==> config.mk <==
export PLATFORM = sky130hd
export DESIGN_NAME = data_mem_interface
export DESIGN_NICKNAME = d
export VERILOG_FILES = /design/src/rtl/data_mem_interface_pkg.sv /design/src/rtl/data_mem_interface.sv
export SDC_FILE = /design/constraint.sdc
export NUM_CORES = 1
export LEC_CHECK = 0
export CORE_ASPECT_RATIO = 1.75
export CORE_UTILIZATION = 25
export CTS_CLUSTER_DIAMETER = 40
export DETAILED_ROUTE_END_ITERATION = 12
export PLACE_DENSITY = 0.49
export SLEW_MARGIN = 15
export SYNTH_ARGS = -nofsm -noshare
export SYNTH_HDL_FRONTEND = slang
export SYNTH_SLANG_ARGS = --single-unit
==> constraint.sdc <==
create_clock -name i_Clk -period 2.9 [get_ports i_Clk]
set_input_delay 0.29 -clock i_Clk [delete_from_list [all_inputs] [get_ports i_Clk]]
set_output_delay 0.29 -clock i_Clk [all_outputs]
set_load 0.01 [all_outputs]
==> src/rtl/data_mem_interface_pkg.sv <==
// Shared bus definitions for the data-memory stage: state encoding, bus widths
// and the lane-masking helper used when latching write data.
package data_mem_interface_pkg;

  localparam int unsigned BE_W   = 4;
  localparam int unsigned DATA_W = 32;
  localparam logic [BE_W-1:0] BE_ALL = 4'b1111;

  typedef enum logic [1:0] {
    ST_IDLE   = 2'd0,
    ST_ACCESS = 2'd1,
    ST_DONE   = 2'd2
  } state_e;

  // Zero every byte lane whose enable is clear.
  function automatic logic [DATA_W-1:0] mask_lanes(input logic [DATA_W-1:0] data,
                                                   input logic [BE_W-1:0]   be);
    logic [DATA_W-1:0] masked;
    masked = '0;
    for (int b = 0; b < BE_W; b++) begin
      masked[8*b +: 8] = be[b] ? data[8*b +: 8] : 8'h00;
    end
    return masked;
  endfunction

endpackage

==> src/rtl/data_mem_interface.sv <==
// Sequential data-memory stage: req/ready handshake toward the CPU, fixed
// wait-state access toward a word-addressed memory, rejection of illegal accesses.
module data_mem_interface
  import data_mem_interface_pkg::*;
#(
  parameter int BUS_WORD_ADDR_WIDTH = 16,
  parameter int MEM_WORDS           = 16384,
  parameter int WAIT_STATES         = 1
) (
  input  logic                           i_Clk,
  input  logic                           i_Rst_n,
  input  logic                           i_Req,
  input  logic                           i_We,
  input  logic [BUS_WORD_ADDR_WIDTH-1:0] i_Addr,
  input  logic [BE_W-1:0]                i_ByteEn,
  input  logic [DATA_W-1:0]              i_WD,
  output logic [DATA_W-1:0]              o_RD,
  output logic                           o_Ready,
  output logic                           o_Err,
  output logic                           o_Busy,
  output logic                           o_Mem_En,
  output logic                           o_Mem_We,
  output logic [BUS_WORD_ADDR_WIDTH-1:0] o_Mem_Addr,
  output logic [BE_W-1:0]                o_Mem_ByteEn,
  output logic [DATA_W-1:0]              o_Mem_WD,
  input  logic [DATA_W-1:0]              i_Mem_RD
);

  localparam int CNT_W = (WAIT_STATES < 1) ? 1 : $clog2(WAIT_STATES + 1);
  localparam logic [CNT_W-1:0] CNT_LOAD = CNT_W'(WAIT_STATES);

  state_e                         state_q;
  logic                           we_q;
  logic                           err_q;
  logic [BUS_WORD_ADDR_WIDTH-1:0] addr_q;
  logic [BE_W-1:0]                be_q;
  logic [DATA_W-1:0]              wd_q;
  logic [DATA_W-1:0]              rd_q;
  logic [CNT_W-1:0]               cnt_q;

  logic [DATA_W-1:0]              wd_d;
  logic                           reject_d;

  // NOTE: every signal assigned in always_comb gets a value on every path; a missing default infers a latch.
  always_comb begin
    wd_d     = mask_lanes(i_WD, i_ByteEn);
    reject_d = (i_ByteEn == '0) || (32'(i_Addr) >= 32'(MEM_WORDS));
  end

  // NOTE: sequential state uses non-blocking assignments only, so every register sees pre-edge values.
  always_ff @(posedge i_Clk or negedge i_Rst_n) begin
    if (!i_Rst_n) begin
      state_q <= ST_IDLE;
      we_q    <= 1'b0;
      err_q   <= 1'b0;
      addr_q  <= '0;
      be_q    <= '0;
      wd_q    <= '0;
      rd_q    <= '0;
      cnt_q   <= '0;
    end else begin
      unique case (state_q)
        ST_IDLE: begin
          if (i_Req) begin
            we_q   <= i_We;
            addr_q <= i_Addr;
            be_q   <= i_ByteEn;
            wd_q   <= wd_d;
            err_q  <= reject_d;
            cnt_q  <= CNT_LOAD;
            if (reject_d) begin
              rd_q    <= '0;
              state_q <= ST_DONE;
            end else begin
              state_q <= ST_ACCESS;
            end
          end
        end
        ST_ACCESS: begin
          if (cnt_q != '0) begin
            cnt_q <= cnt_q - 1'b1;
          end else begin
            if (!we_q) rd_q <= i_Mem_RD;
            state_q <= ST_DONE;
          end
        end
        ST_DONE:  state_q <= ST_IDLE;
        default:  state_q <= ST_IDLE;
      endcase
    end
  end

  // The write strobe only fires in the final access cycle, so a write commits exactly once.
  assign o_Busy       = (state_q != ST_IDLE);
  assign o_Mem_En     = (state_q == ST_ACCESS);
  assign o_Mem_We     = o_Mem_En && we_q && (cnt_q == '0);
  assign o_Ready      = (state_q == ST_DONE);
  assign o_Err        = o_Ready && err_q;
  assign o_RD         = rd_q;
  assign o_Mem_Addr   = addr_q;
  assign o_Mem_ByteEn = be_q;
  assign o_Mem_WD     = wd_q;

endmodule

==> results.yml <==
cts:
  cts_tree: "yes"
  cts-resized-gates: 0
  clockRootBuffer: "clkbuf_16"
  postCtsSetupBuffers: 0
  clock_latency_ns: 0.33
  cts_hold_buf: 1
  clk_pin_slew_ns: 0.07
  cts_max_level: 3
  max-clock-path-buffers: 2
  cts_buffers: 9
  cts.sinks: 89
grt:
  antenna_found_initial: 0
  grt_start_max_net_pins: 88
  grt_pass1_vias: 3237
  grt_usage_pct: 14.6
  overflow: 0
  grt_first_pass_wirelength_um: 17000
cells_and_area:
  nFillCells: 1450
  drive_above_1_share_pct: 7.10
  fin_area_um2: 5960
  utilization_pct: 41.3
  nets: 604
  area_delta_synth_final_pct: 59.8
  antenna_cells: 0
  multi_input_area_um2: 1350
  seqCellArea_um2: 2230
critical_path:
  r2r-start: "state_q[0]$_DFFE_PN0P_"
  r2r_setup_slack_ns: 1.08
  r2r-end: "o_Mem_Addr[11]$_DFFE_PN0P_"
  cp_max_fo: 22
  worstSetupPathType: "register to primary output"
  critPathLaunchType: "register"
  endpoint_kind: "primary output"
  crit_required_ns: 2.61
  worst_ep_arrival_time_ns: 1.94
  r2r.worst_path.cells: 2
sta:
  worst_slew_pin_slew_ns: 1.07
  fin_ws_ns: 0.674
  fin_skew_ns: 0.00656
  setup_tns_ns: 0
  maxSlewViolCount: 0
  period_needed_ns: 2.23
  fmax_mhz: 449
  slew_headroom_pct: 28.9
  hold_viol: 0
  finalSetupViolations: 0
  rsz0062_at_grt: "false"
  timing.final.crit_share_pct: 76.7
outcome:
  status: "complete, no violations"
yosys:
  synth_area_leaders: "dfrtp_1 60%, nand2_1 9.8%, o21ai_0 7.0%"
  synth-edff-count: 0
  yosysWarnings: 0
  synth_top_family_by_area: "compound AO/OA/AOI/OAI gates"
  muxShareOfSynthArea_pct: 7.35
  yosysTopAreaCellShare_pct: 59.7
  synth_common_cells: "97 x nand2_1, 89 x dfrtp_1, 52 x o21ai_0, 32 x a22oi_1, 14 x buf_2"
  synth-compound-area-share_pct: 16.0
  synth_seq_cells: 89
  netlist_instances: 350
  async_reset_ff_share_pct: 100
  syn_area_um2: 3730
  yosysSeqAreaShare_pct: 59.7
  synth.distinct_cells: 22
  synth_xor_xnor_area_share_pct: 0
  yosys.area_share.simple_pct: 12.6
  syn_area_per_cell_um2: 10.7
  post-synth-top-count-cell: "nand2_1"
  synth_fp_nets: 438
  synthAdderAreaFrac_pct: 0
  synth.largest_area_cell: "dfrtp_1"
  synthFlopType: "dfrtp_1"
pwr:
  ir_drop_mv: 0.366
  p_leak_nw: 2.46
  pwr_density_cell_nw_per_um2: 952
  total_power_w: 0.00567
route:
  drc: 0
  viasPerCell: 4.47
  dr.pass1.iters: 4
  drt_iter0_markers: 148
  ant_nets: 0
  num_vias: 3133
  drt_wl_total_um: 11000
  wire_per_inst_um: 15.6
run:
  drv_cap: 0
floorplanning:
  die_w_um: 94.3
  row_count: 58
  coreArea_um2: 14400
  die_h_um: 164
  num_io_pins: 177
  die_area_um2: 15400
  start_util_pct: 25.8
placed_design:
  place_ws_ns: 0.620
  io_buffers: 176
  dpl.hpwl_um: 8080
  gp_congestion: 0.775
  dpl_cell_area_um2: 5620
worst_hold_path:
  hp-class: "input pin to async pin"
-- power by group --
part / internal, W / switching, W
Sequential: 0.00176 / 0.000352
Combinational: 0.00131 / 0.000978
Clock: 0.000802 / 0.000471
Total: 0.00387 / 0.00180
-- per-layer routing --
metal	track usage (%)	wire, µm
met3	2.93	585
met1	15.9	3990
met4	6.29	170
met5	0	0
met2	26.8	6210
-- cells in the final DEF (no fill, tap or decap) --
cell,instances
buf_4,7
a21oi_1,2
nor4b_1,1
clkinvlp_4,2
clkdlybuf4s50_1,175
dlygate4sd3_1,1
mux2_1,11
inv_1,3
clkbuf_1,1
nor3_1,1
nor4_4,2
o21ai_1,12
a21o_1,1
or3b_2,1
bufinv_16,2
nor4b_4,1
o21ai_0,52
dfrtp_1,89
nor2_1,4
clkbuf_8,2
or3b_4,1
o21a_1,1
nand2_1,97
clkbuf_16,9
mux2_4,10
o311a_1,1
a22oi_1,32
-- registers in the layout (all words and copies together) (netlist names) --
register	flops
o_Mem_WD	32
o_RD	32
err_q	1
o_Mem_Addr	16
cnt_q	1
o_Mem_ByteEn	4
we_q	1
state_q	2
-- area by class of cell --
type                       instances  share of cell area (%)
clock buffer                      12                    4.30
clock inverter                     4                    1.26
inverter                           3                   0.189
multi-input combinational        230                    22.6
sequential                        89                    37.4
tap                              180                    3.78
timing repair buffer             183                    30.4
-- critical path, stage by stage (launching register included) --
cell	delay, ns
dfrtp_1	0.40
buf_4	0.23
nor4b_1	0.37
clkdlybuf4s50_1	0.61
-- per-stage QoR --
stage | std cells | hold slack, ns
final | 701 | 0.411
after global routing | 701 | 0.447
after CTS | 701 | 0.415
after detailed placement | 684 | 0.244
after global placement | 684 | 0.241
after floorplan | 350 | -0.00559
-- cells by family (layout without fill, tap and decap cells) --
group | count (synthesis) | in the layout
and+or+nand+nor | 108 | 108
AOI/OAI and AO/OA | 101 | 101
DFF | 89 | 89
buffers and inverters | 31 | 202
muxes | 21 | 21
-- worst max-delay path by stage --
stage | start | endpoint | slack [ns] | cells past startpoint
detailed placement | i_Req | o_Mem_Addr[11]$_DFFE_PN0P_ | 0.62 | 3
floorplan | state_q[1]$_DFFE_PN0P_ | o_Mem_Addr[0]$_DFFE_PN0P_ | 1.35 | 5
global placement | i_ByteEn[0] | o_RD[15]$_DFFE_PN0P_ | 0.66 | 5
CTS | state_q[1]$_DFFE_PN0P_ | o_Mem_We | 0.65 | 3
finish | state_q[1]$_DFFE_PN0P_ | o_Mem_We | 0.67 | 3
global route | state_q[1]$_DFFE_PN0P_ | o_Mem_We | 0.58 | 3
(Power assumes the default switching activity.)
